**src/rtl/am_flow_scheduler.sv**
```systemverilog
// am_flow_scheduler
//
// Sequences the block stream feeding the two-flow distributor. After reset,
// and after every data period of 2*BLOCKS_REPETITION accepted blocks, a group
// of MAX_BLOCKS_AM alignment-marker blocks is emitted. The upstream source is
// held off with in_ready=0 while a group is being emitted. Every emitted beat
// is tagged with its target flow, alternating 0/1 from flow 0 after reset.
//
// Optional feature (macro AM_SCHED_GAP_CNT_EN):
//   defined     -> gap_cnt counts S_DATA cycles with in_valid=0, saturating
//                  at 2^32-1, cleared only by rst.
//   not defined -> gap_cnt is tied to 0.
//
// Ports:
//   clk        clock
//   rst        synchronous, active-high reset
//   in_valid   upstream block valid
//   in_ready   scheduler accepts in_block this cycle (decode of state only)
//   in_block   upstream data block
//   am_idx     index of the AM block requested from the AM generator
//   am_data    AM block for am_idx (combinational lookup, same cycle)
//   out_valid  output beat valid
//   out_block  output block
//   out_flow   target flow of the current beat
//   out_is_am  current beat is an AM block
//   am_start   one-cycle pulse with the first AM beat of a group
//   gap_cnt    upstream bubble count (see above)

module am_flow_scheduler #(
  parameter int BITS_BLOCK        = 257,
  parameter int MAX_BLOCKS_AM     = 40,
  parameter int BLOCKS_REPETITION = 8192,
  parameter int AM_IDX_W          = $clog2(MAX_BLOCKS_AM),
  parameter int CNT_W             = $clog2(2 * BLOCKS_REPETITION)
) (
  input  logic                  clk,
  input  logic                  rst,
  input  logic                  in_valid,
  output logic                  in_ready,
  input  logic [BITS_BLOCK-1:0] in_block,
  output logic [AM_IDX_W-1:0]   am_idx,
  input  logic [BITS_BLOCK-1:0] am_data,
  output logic                  out_valid,
  output logic [BITS_BLOCK-1:0] out_block,
  output logic                  out_flow,
  output logic                  out_is_am,
  output logic                  am_start,
  output logic [31:0]           gap_cnt
);

  // An odd group would leave the following data period starting on flow 1.
  generate
    if ((MAX_BLOCKS_AM % 2) != 0 || MAX_BLOCKS_AM < 2 || BLOCKS_REPETITION < 1) begin : g_param_err
      $error("am_flow_scheduler: MAX_BLOCKS_AM must be even and >= 2, BLOCKS_REPETITION >= 1");
    end
  endgenerate

  localparam logic [AM_IDX_W-1:0] AM_LAST  = AM_IDX_W'(MAX_BLOCKS_AM - 1);
  localparam logic [CNT_W-1:0]    CNT_LAST = CNT_W'(2 * BLOCKS_REPETITION - 1);

  typedef enum logic {
    S_AM   = 1'b0,
    S_DATA = 1'b1
  } state_t;

  state_t                  state;
  state_t                  state_d;
  logic [AM_IDX_W-1:0]     am_idx_d;
  logic [CNT_W-1:0]        data_cnt;
  logic [CNT_W-1:0]        data_cnt_d;
  // Flow the next emitted beat will carry; out_flow holds the last one.
  logic                    flow_nxt;
  logic                    flow_nxt_d;

  logic                    vld_p0;
  logic [BITS_BLOCK-1:0]   blk_p0;
  logic                    flow_p0;
  logic                    is_am_p0;
  logic                    start_p0;

  function automatic logic [31:0] sat_inc32(input logic [31:0] val);
    return (val == 32'hFFFF_FFFF) ? val : val + 32'd1;
  endfunction

  assign in_ready = (state == S_DATA);

  always_comb begin
    state_d    = state;
    am_idx_d   = am_idx;
    data_cnt_d = data_cnt;
    flow_nxt_d = flow_nxt;
    vld_p0     = 1'b0;
    blk_p0     = out_block;
    flow_p0    = out_flow;
    is_am_p0   = 1'b0;
    start_p0   = 1'b0;

    unique case (state)
      S_AM: begin
        vld_p0     = 1'b1;
        blk_p0     = am_data;
        is_am_p0   = 1'b1;
        start_p0   = (am_idx == '0);
        flow_p0    = flow_nxt;
        flow_nxt_d = ~flow_nxt;
        if (am_idx == AM_LAST) begin
          am_idx_d   = '0;
          data_cnt_d = '0;
          state_d    = S_DATA;
        end else begin
          am_idx_d = am_idx + AM_IDX_W'(1);
        end
      end

      S_DATA: begin
        if (in_valid) begin
          vld_p0     = 1'b1;
          blk_p0     = in_block;
          flow_p0    = flow_nxt;
          flow_nxt_d = ~flow_nxt;
          if (data_cnt == CNT_LAST) begin
            data_cnt_d = '0;
            state_d    = S_AM;
          end else begin
            data_cnt_d = data_cnt + CNT_W'(1);
          end
        end
      end

      default: state_d = S_AM;
    endcase
  end

  // ---- p0 -> output register stage ----
  always_ff @(posedge clk) begin
    if (rst) begin
      state     <= S_AM;
      am_idx    <= '0;
      data_cnt  <= '0;
      flow_nxt  <= 1'b0;
      out_valid <= 1'b0;
      out_block <= '0;
      out_flow  <= 1'b0;
      out_is_am <= 1'b0;
      am_start  <= 1'b0;
    end else begin
      state     <= state_d;
      am_idx    <= am_idx_d;
      data_cnt  <= data_cnt_d;
      flow_nxt  <= flow_nxt_d;
      out_valid <= vld_p0;
      out_block <= blk_p0;
      out_flow  <= flow_p0;
      out_is_am <= is_am_p0;
      am_start  <= start_p0;
    end
  end

`ifdef AM_SCHED_GAP_CNT_EN
  logic [31:0] gap_q;

  always_ff @(posedge clk) begin
    if (rst) begin
      gap_q <= '0;
    end else if (state == S_DATA && !in_valid) begin
      gap_q <= sat_inc32(gap_q);
    end
  end

  assign gap_cnt = gap_q;
`else
  assign gap_cnt = 32'd0;
`endif

endmodule

```
**config.mk**
```make
export PLATFORM = sky130hd
export DESIGN_NAME = am_flow_scheduler
export DESIGN_NICKNAME = d
export VERILOG_FILES = /design/src/rtl/am_flow_scheduler.sv
export SDC_FILE = /design/constraint.sdc
export NUM_CORES = 1
export LEC_CHECK = 0
export BUFFER_PORTS_ARGS = -buffer_cell sky130_fd_sc_hd__buf_2
export CORE_AREA = 2 2 322 324
export CTS_CLUSTER_DIAMETER = 120
export DETAILED_ROUTE_END_ITERATION = 8
export DIE_AREA = 0 0 324 326
export GPL_ROUTABILITY_DRIVEN = 0
export PLACE_DENSITY = 0.39
export SKIP_CTS_REPAIR_TIMING = 1
export SKIP_LAST_GASP = 1
export SLEW_MARGIN = 15
export SYNTH_ARGS = -nofsm -noshare
export SYNTH_HDL_FRONTEND = slang
export SYNTH_SLANG_ARGS = --single-unit
```
**constraint.sdc**
```tcl
create_clock -name clk -period 2.5 [get_ports clk]
set_input_delay 0.375 -clock clk [delete_from_list [all_inputs] [get_ports clk]]
set_output_delay 0.375 -clock clk [all_outputs]
set_load 0.005 [all_outputs]
```
Word level (Yosys, flattened, before mapping) --
Index checks and enable logic that the tools add are counted.
Cells by class: $add $sub $neg 2, equality and inequality tests 4, multiplexer cells 18, bitwise gates (word level) 2, reduce and logical (&&, ||, !) cells 3
Operators by type and width (number):
- $pmux W257 S2 | 1
- $mux W257 | 1
- $mux W14 | 3
- $pmux W14 S2 | 1
- $add A14 B1 Y14 const B | 1
- $eq A14 B14 Y1 const B | 1
- $pmux W1 S2 | 4
- $mux W1 | 7
- $add A6 B1 Y6 const B | 1
- $eq A6 B6 Y1 const B | 1
- $logic_not A6 Y1 | 1
- $mux W6 | 1
- $ne A2 B2 Y1 const B | 2
- $not A1 Y1 | 2
- $reduce_and A2 Y1 | 1
- $reduce_or A2 Y1 | 1
Storage, ports and cells: register bits 283, input bits 517, output and inout bits 300, logic and storage cells 38

Logic depth before layout (Yosys ltp) --
Gate-level depths: netlist of run 1.
word-level depth 4, depth in mapped cells 6, depth with buffers taken out 5

Worst setup path after synthesis of run 1 --
No wires, ideal clock.
kind flip-flop to flip-flop, start point register data_cnt[0], end point register data_cnt[8], data arrival time 1683 ps, data required time 2426 ps, slack 742 ps, stages on the path, launching flop included 7, period minus slack after synthesis 1758 ps, path through dfxtp_1 ha_1 and4_1 clkbuf_2 nand4_1 or4b_1 a31oi_1
On the way: longest elaborated chain between the ends 4, elaborated cells on any way between the ends 5
RTL lines:
- from (decl) | line 69 | logic [CNT_W-1:0] data_cnt;
- from (signal assigned) | line 149 | data_cnt <= data_cnt_d;
- $add A14 B1 Y14 / $eq A14 B14 Y1 (equally long branches) | line 125, 121
- $mux W14 (*) | line 121 | if (data_cnt == CNT_LAST) begin
- $mux W14 (*) | line 116 | if (in_valid) begin
- $pmux W14 S2 (*) | line 98 | unique case (state)
Mark *: on every way between the ends. The rest lies on a longest branch, timed or not. The select of a mux whose other input is x is not followed. A chain may end at the register's enable or synchronous reset.

Final worst setup path of run 1 --
start point register state (netlist: in_ready), end point output port in_ready
RTL lines:
- from (decl) | line 66 | state_t state;
- from (signal assigned) | line 147 | state <= state_d;
- to (decl) | line 39 | output logic in_ready,
No word-level cell between the ends.

==> results.toml, run 1 <==
[worst_setup_path]
critical_path.slowest_cell = "dfxtp_4"
path_buf_inv = 3
worstPathCellList = "buf_12, buf_12, buf_2"
crit_top_cell = "buf_12"
crit_path_end_kind = "output port"
crit_required_ps = 2120
crit_fanout = 71
startpoint_type = "flop"
crit_arrival_ps = 1850
ff2ff_setup_slack_ps = 570
r2r_start = "data_cnt[0]$_SDFFE_PP0P_"
cp_top_family = "buffers and inverters"
cpPeakStageDelay_ps = 540
worstSetupPathType = "reg2out"
r2r_cells = 5
timing.rr.end = "data_cnt[8]$_SDFFE_PP0P_"

[timing]
tns_ps = 0
final-max-slew-violation-count = 0
relSlewSlack = 0.438
fin_crit_sh = 0.891
hold_viol = 0
setup_viol = 0
min_period_ps = 2230
worst_clock_skew_ps = 6.59
hold_ws_ps = 73.2
tightestPinTransition_ps = 843
fmaxAchievable_mhz = 449
rsz0062_at_grt = "false"

[synthesis]
syn_inst = 1322
synth-seq-cells = 283
synth-edff-count = 0
synthDistinctLibCells = 42
synth_area_um2 = 12600
async_flop_share = 0
yosysWarningCount = 0
avgSynthCellArea_um2 = 9.52
synth_flop_cell = "dfxtp_1"
ys_seq_area_frac = 0.450

[clock_network]
clock_path_buffers = 3
clk_latency_ps = 570
cts_sinks = 283
cts-root-buf = "clkbuf_16"
clkTransAtPathRegs_ps = 60
htree_levels = 2
cts_buffers = 39
cts_tree = "done"

[grt]
grt_use_total = 0.0933
grt_pass1_vias = 12400
grt_antenna_before_repair = 9
grt_max_degree = 150
grt_pass1_wl_mm = 75.6
grt_overflow = 0

[drt]
drtPass1Iterations = 4
vias = 12400
drcViolationCount = 0
drtIter0Drc = 355
routed_via_density = 3.57
final_antenna_net_count = 0
finalWirelength_mm = 52.1
wl_per_cell_um = 15.1

[hold_path]
hold_class = "in2reg"
hold_start = "am_data[132]"
hold-path-cell-count = 3
min_to = "out_block[132]$_SDFFE_PP0P_"

[cells_and_area]
drive_gt1_frac = 0.420
nFillCells = 11600
stdcell_count = 3461
final_nets = 2570
post-route-util = 0.188
area_growth_pct = 53.2

[floorplanning]
num_io_pins = 817
fp.coreArea_um2 = 103000
die-area_um2 = 106000
start_util = 0.123
fp.dieH_um = 326
row_count = 118
die_w_um = 324

[placed_design]
port-buffer-count = 784
dp_hpwl_mm = 39.0
place_inst = 3389

[power_and_ir_drop]
ir_drop_mv = 0.342
p_per_area_nw_per_um2 = 623
p_leak_nw = 9.13
power_w = 0.0120

[outcome]
run_status = "complete, no violations"

[flow_run]
cap_violations = 0
[where the power goes]
group | total, W | switching (W) | internal [W]
logic | 0.00148 | 0.000702 | 0.000774
clock network | 0.00566 | 0.00220 | 0.00347
registers | 0.00487 | 0.000125 | 0.00475
total | 0.0120 | 0.00302 | 0.00899
[cell usage in the layout (no fill, tap or decap), types with 10 or more instances in the layout]
cell type,count
buf_2,782
mux2i_1,260
nor2_1,274
a211oi_1,258
buf_4,12
buf_12,13
nand2_1,12
dfxtp_1,282
clkbuf_1,10
clkbuf_16,41
clkbuf_8,13
conb_1,32
[routing by layer]
layer | GRT usage | vias up | share of wire | wire length [um]
met5 | 0 | - | 0.0010 | 53
met4 | 0.0385 | 8 | 0.029 | 1510
met3 | 0.0297 | 89 | 0.083 | 4300
met2 | 0.163 | 457 | 0.50 | 26000
met1 | 0.103 | 5611 | 0.39 | 20200
li1 | - | 6189 | - | -
[kinds of logic after synthesis]
| kind of cell | Yosys count | synth area share |
|---|---|---|
| simple gates | 318 | 0.102 |
| flops | 283 | 0.450 |
| mux | 260 | 0.207 |
| compound gates | 290 | 0.172 |
| other cells | 1 | 0.000298 |
| buf+inv | 160 | 0.0606 |
| fa+ha+maj | 3 | 0.00298 |
| xor+xnor | 7 | 0.00487 |
[Yosys cell counts, types with 2 or more instances]
cell type    n  area (um2)
xor2_1       4        35.0
nand4_1      3        18.8
a31oi_1      7        43.8
xnor2_1      3        26.3
ha_1         3        37.5
a21oi_1      7        35.0
o21ai_0      7        35.0
nand2_1     12        45.0
dfxtp_1    283        5670
nor4_1       2        12.5
inv_1        7        26.3
nor2b_1      3        18.8
mux2i_1    260        2600
nand3_1      8        40.0
buf_1       11        41.3
a211oi_1   258        1940
nand2b_1     2        12.5
nand3b_1     3        22.5
nor2_1     274        1030
clkbuf_1    81         304
buf_2       27         135
and4_1       4        35.0
buf_4       32         240
a41oi_1      3        26.3
[worst min-delay path, cell delays in order]
cell and delay, ps:
buf_2 90, nor2_1 70, a211oi_1 50
[worst max-delay path by stage]
stage                                   startpoint                  endpoint  cells past startpoint
after global routing           in_ready$_SDFF_PP0_                  in_ready                      3
after global placement    data_cnt[0]$_SDFFE_PP0P_  data_cnt[8]$_SDFFE_PP0P_                      5
after floorplan           data_cnt[0]$_SDFFE_PP0P_  data_cnt[8]$_SDFFE_PP0P_                      6
after detailed placement  data_cnt[0]$_SDFFE_PP0P_  data_cnt[8]$_SDFFE_PP0P_                      5
final                          in_ready$_SDFF_PP0_                  in_ready                      3
after CTS                      in_ready$_SDFF_PP0_                  in_ready                      3
[stage by stage]
step,area (um2),setup WS [ps]
3_3_place_gp,18000,592
4_1_cts,19300,145
6_report,19300,273
3_5_place_dp,18000,587
5_1_grt,19300,96.5
2_1_floorplan,12700,742
[layout make-up]
cell class	instances	area, um2	share of cell area
antenna	4	10.0	0.000519
clock inverter	4	45.0	0.00233
timing repair buffer	809	4290	0.223
multi-input combinational	910	6280	0.325
sequential	283	5670	0.294
tap	1380	1730	0.0895
clock buffer	64	1240	0.0644
inverter	7	26.3	0.00136
[state kept, by name, indices dropped and copies added (netlist names)]
signal	cells
out_block	257
data_cnt	14
am_idx	6
am_start	1
flow_nxt	1
in_ready	1
out_flow	1
out_is_am	1
out_valid	1
Note: power is estimated with default switching activity, not from simulation.
==> run 2: changes to the inputs <==
--- a/config.mk
+++ b/config.mk
@@ -7,10 +7,10 @@
 export LEC_CHECK = 0
 export BUFFER_PORTS_ARGS = -buffer_cell sky130_fd_sc_hd__buf_2
 export CORE_AREA = 2 2 322 324
+export CTS_BUF_LIST = sky130_fd_sc_hd__clkbuf_16
 export CTS_CLUSTER_DIAMETER = 120
 export DETAILED_ROUTE_END_ITERATION = 8
 export DIE_AREA = 0 0 324 326
-export GPL_ROUTABILITY_DRIVEN = 0
 export PLACE_DENSITY = 0.39
 export SKIP_CTS_REPAIR_TIMING = 1
 export SKIP_LAST_GASP = 1
==> constraint.sdc (replaced) <==
create_clock -name clk -period 2.5 [get_ports clk]
set_input_delay 0.5 -clock clk [delete_from_list [all_inputs] [get_ports clk]]
set_output_delay 0.5 -clock clk [all_outputs]
set_load 0.005 [all_outputs]
==> run 2 against run 1 <==
- maximum frequency increased by 18%
- sequential share of layout area unchanged
- via count up 0.12%
- register-to-register slack better by 40 ps
- die area unchanged
- combinational power hardly changed
- largest power group unchanged
==> results.toml, run 2 (synthesized netlist as in run 1, its figures left out) <==
[outcome]
run_status = "complete, no violations"

[cells_and_area]
mostFrequentLayoutCells = "buf_2, dfxtp_1, nor2_1, mux2i_1, a211oi_1"
multi_input_area_um2 = 6280
register_area_um2 = 5670
final_nets = 2581
post-route-util = 0.188
nFillCells = 11600
largestRegisters = "out_block (257), data_cnt (14), am_idx (6)"
area_growth_pct = 53.2
final_common_cell = "buf_2"
drive_gt1_frac = 0.422
largest_reg_flops = 257
stdcell_count = 3470
regMostFlops = "out_block"

[worst_setup_path]
startpoint_type = "flop"
cpPeakStageDelay_ps = 470
ff2ff_setup_slack_ps = 610
worstPathCellList = "ha_1, and4_1, nand4_1, or4b_1, a31oi_1"
worstSetupPathType = "reg2reg"
r2r_start = "data_cnt[0]$_SDFFE_PP0P_"
crit_required_ps = 3010
critical_path.slowest_cell = "or4b_1"
timing.rr.end = "data_cnt[8]$_SDFFE_PP0P_"
crit_path_end_kind = "flop"
cp_top_family = "simple AND/OR/NAND/NOR gates"
crit_fanout = 7
r2r_cells = 5
path_buf_inv = 0
crit_arrival_ps = 2400

[timing]
hold_viol = 0
fin_crit_sh = 0.757
setup_viol = 0
rsz0062_at_grt = "false"
worst_clock_skew_ps = 17.1
relSlewSlack = 0.411
min_period_ps = 1890
tns_ps = 0
tightestPinTransition_ps = 883
final-max-slew-violation-count = 0
fmaxAchievable_mhz = 529

[placed_design]
port-buffer-count = 784
gp_congestion = 0.804
place_inst = 3400
dp_hpwl_mm = 39.5

[hold_path]
min_to = "out_block[102]$_SDFFE_PP0P_"
hold_start = "am_data[102]"
hold-path-cell-count = 3
hold_class = "in2reg"

[grt]
grt_antenna_before_repair = 10
grt_overflow = 0
grt_use_total = 0.0943
grt_pass1_wl_mm = 76.4
grt_pass1_vias = 12700
grt_max_degree = 171

[floorplanning]
row_count = 118
num_io_pins = 817
start_util = 0.123
die-area_um2 = 106000
fp.coreArea_um2 = 103000
fp.dieH_um = 326
die_w_um = 324

[drt]
drtPass1Iterations = 4
wl_per_cell_um = 15.2
routed_via_density = 3.56
final_antenna_net_count = 0
drcViolationCount = 0
drtIter0Drc = 359
finalWirelength_mm = 52.9
vias = 12400

[clock_network]
cts_sinks = 283
clk_latency_ps = 580
clock_path_buffers = 3
clkTransAtPathRegs_ps = 60
cts_buffers = 39
cts-root-buf = "clkbuf_16"
htree_levels = 2
cts_tree = "done"

[power_and_ir_drop]
p_leak_nw = 9.15
p_per_area_nw_per_um2 = 618
ir_drop_mv = 0.368

[flow_run]
cap_violations = 0
run 2: cell count changes in the layout (fill, tap and decap cells not counted), sizes merged, moves of 2 or more:
cell	previous run	this run
buf	809	820
bufinv	1	3
clkbuf	64	41
clkinv	3	17
clkinvlp	0	2
inv	7	9
run 2: worst max path at each step:
stage                              from                     endpoint  slack (ps)  cells past startpoint
2_1_floorplan  data_cnt[0]$_SDFFE_PP0P_     data_cnt[8]$_SDFFE_PP0P_         740                      6
3_3_place_gp                   in_valid  out_block[158]$_SDFFE_PP0P_         560                      5
3_5_place_dp                   in_valid  out_block[109]$_SDFFE_PP0P_         530                      5
4_1_cts             in_ready$_SDFF_PP0_                     in_ready         540                      2
5_1_grt        data_cnt[0]$_SDFFE_PP0P_     data_cnt[3]$_SDFFE_PP0P_         430                      5
6_report       data_cnt[0]$_SDFFE_PP0P_     data_cnt[8]$_SDFFE_PP0P_         610                      5
run 2: tightest hold or removal path: stages:
cell,delay [ps]
buf_2,90
nor2_1,70
a211oi_1,50
run 2: final cells by class:
class / instances / share of cell area
antenna: 5 / 0.000649
clock buffer: 41 / 0.0532
clock inverter: 24 / 0.0104
timing repair buffer: 820 / 0.226
inverter: 7 / 0.00136
tap: 1380 / 0.0895
sequential: 283 / 0.294
multi-input combinational: 910 / 0.325
run 2: power breakdown:
part	internal (W)	switching, W
Combinational	0.000783	0.000708
Sequential	0.00475	0.000125
Clock	0.00326	0.00229
Total	0.00879	0.00313
run 2: per-stage QoR:
stage          area [um2]  worst slack (ps)  hold slack (ps)  power [W]
6_report            19300               608              186     0.0119
5_1_grt             19300               428              144     0.0125
4_1_cts             19300               538              118     0.0122
3_5_place_dp        18100               530              473    0.00648
3_3_place_gp        18100               556              472    0.00649
2_1_floorplan       12700               742              448    0.00564
run 2: routing by layer:
metal / vias up / part of all wire / GRT usage
li1: 6205 / - / -
met1: 5639 / 0.39 / 0.102
met2: 441 / 0.50 / 0.168
met3: 80 / 0.076 / 0.0293
met4: 4 / 0.030 / 0.0389
met5: - / 0.00047 / 0
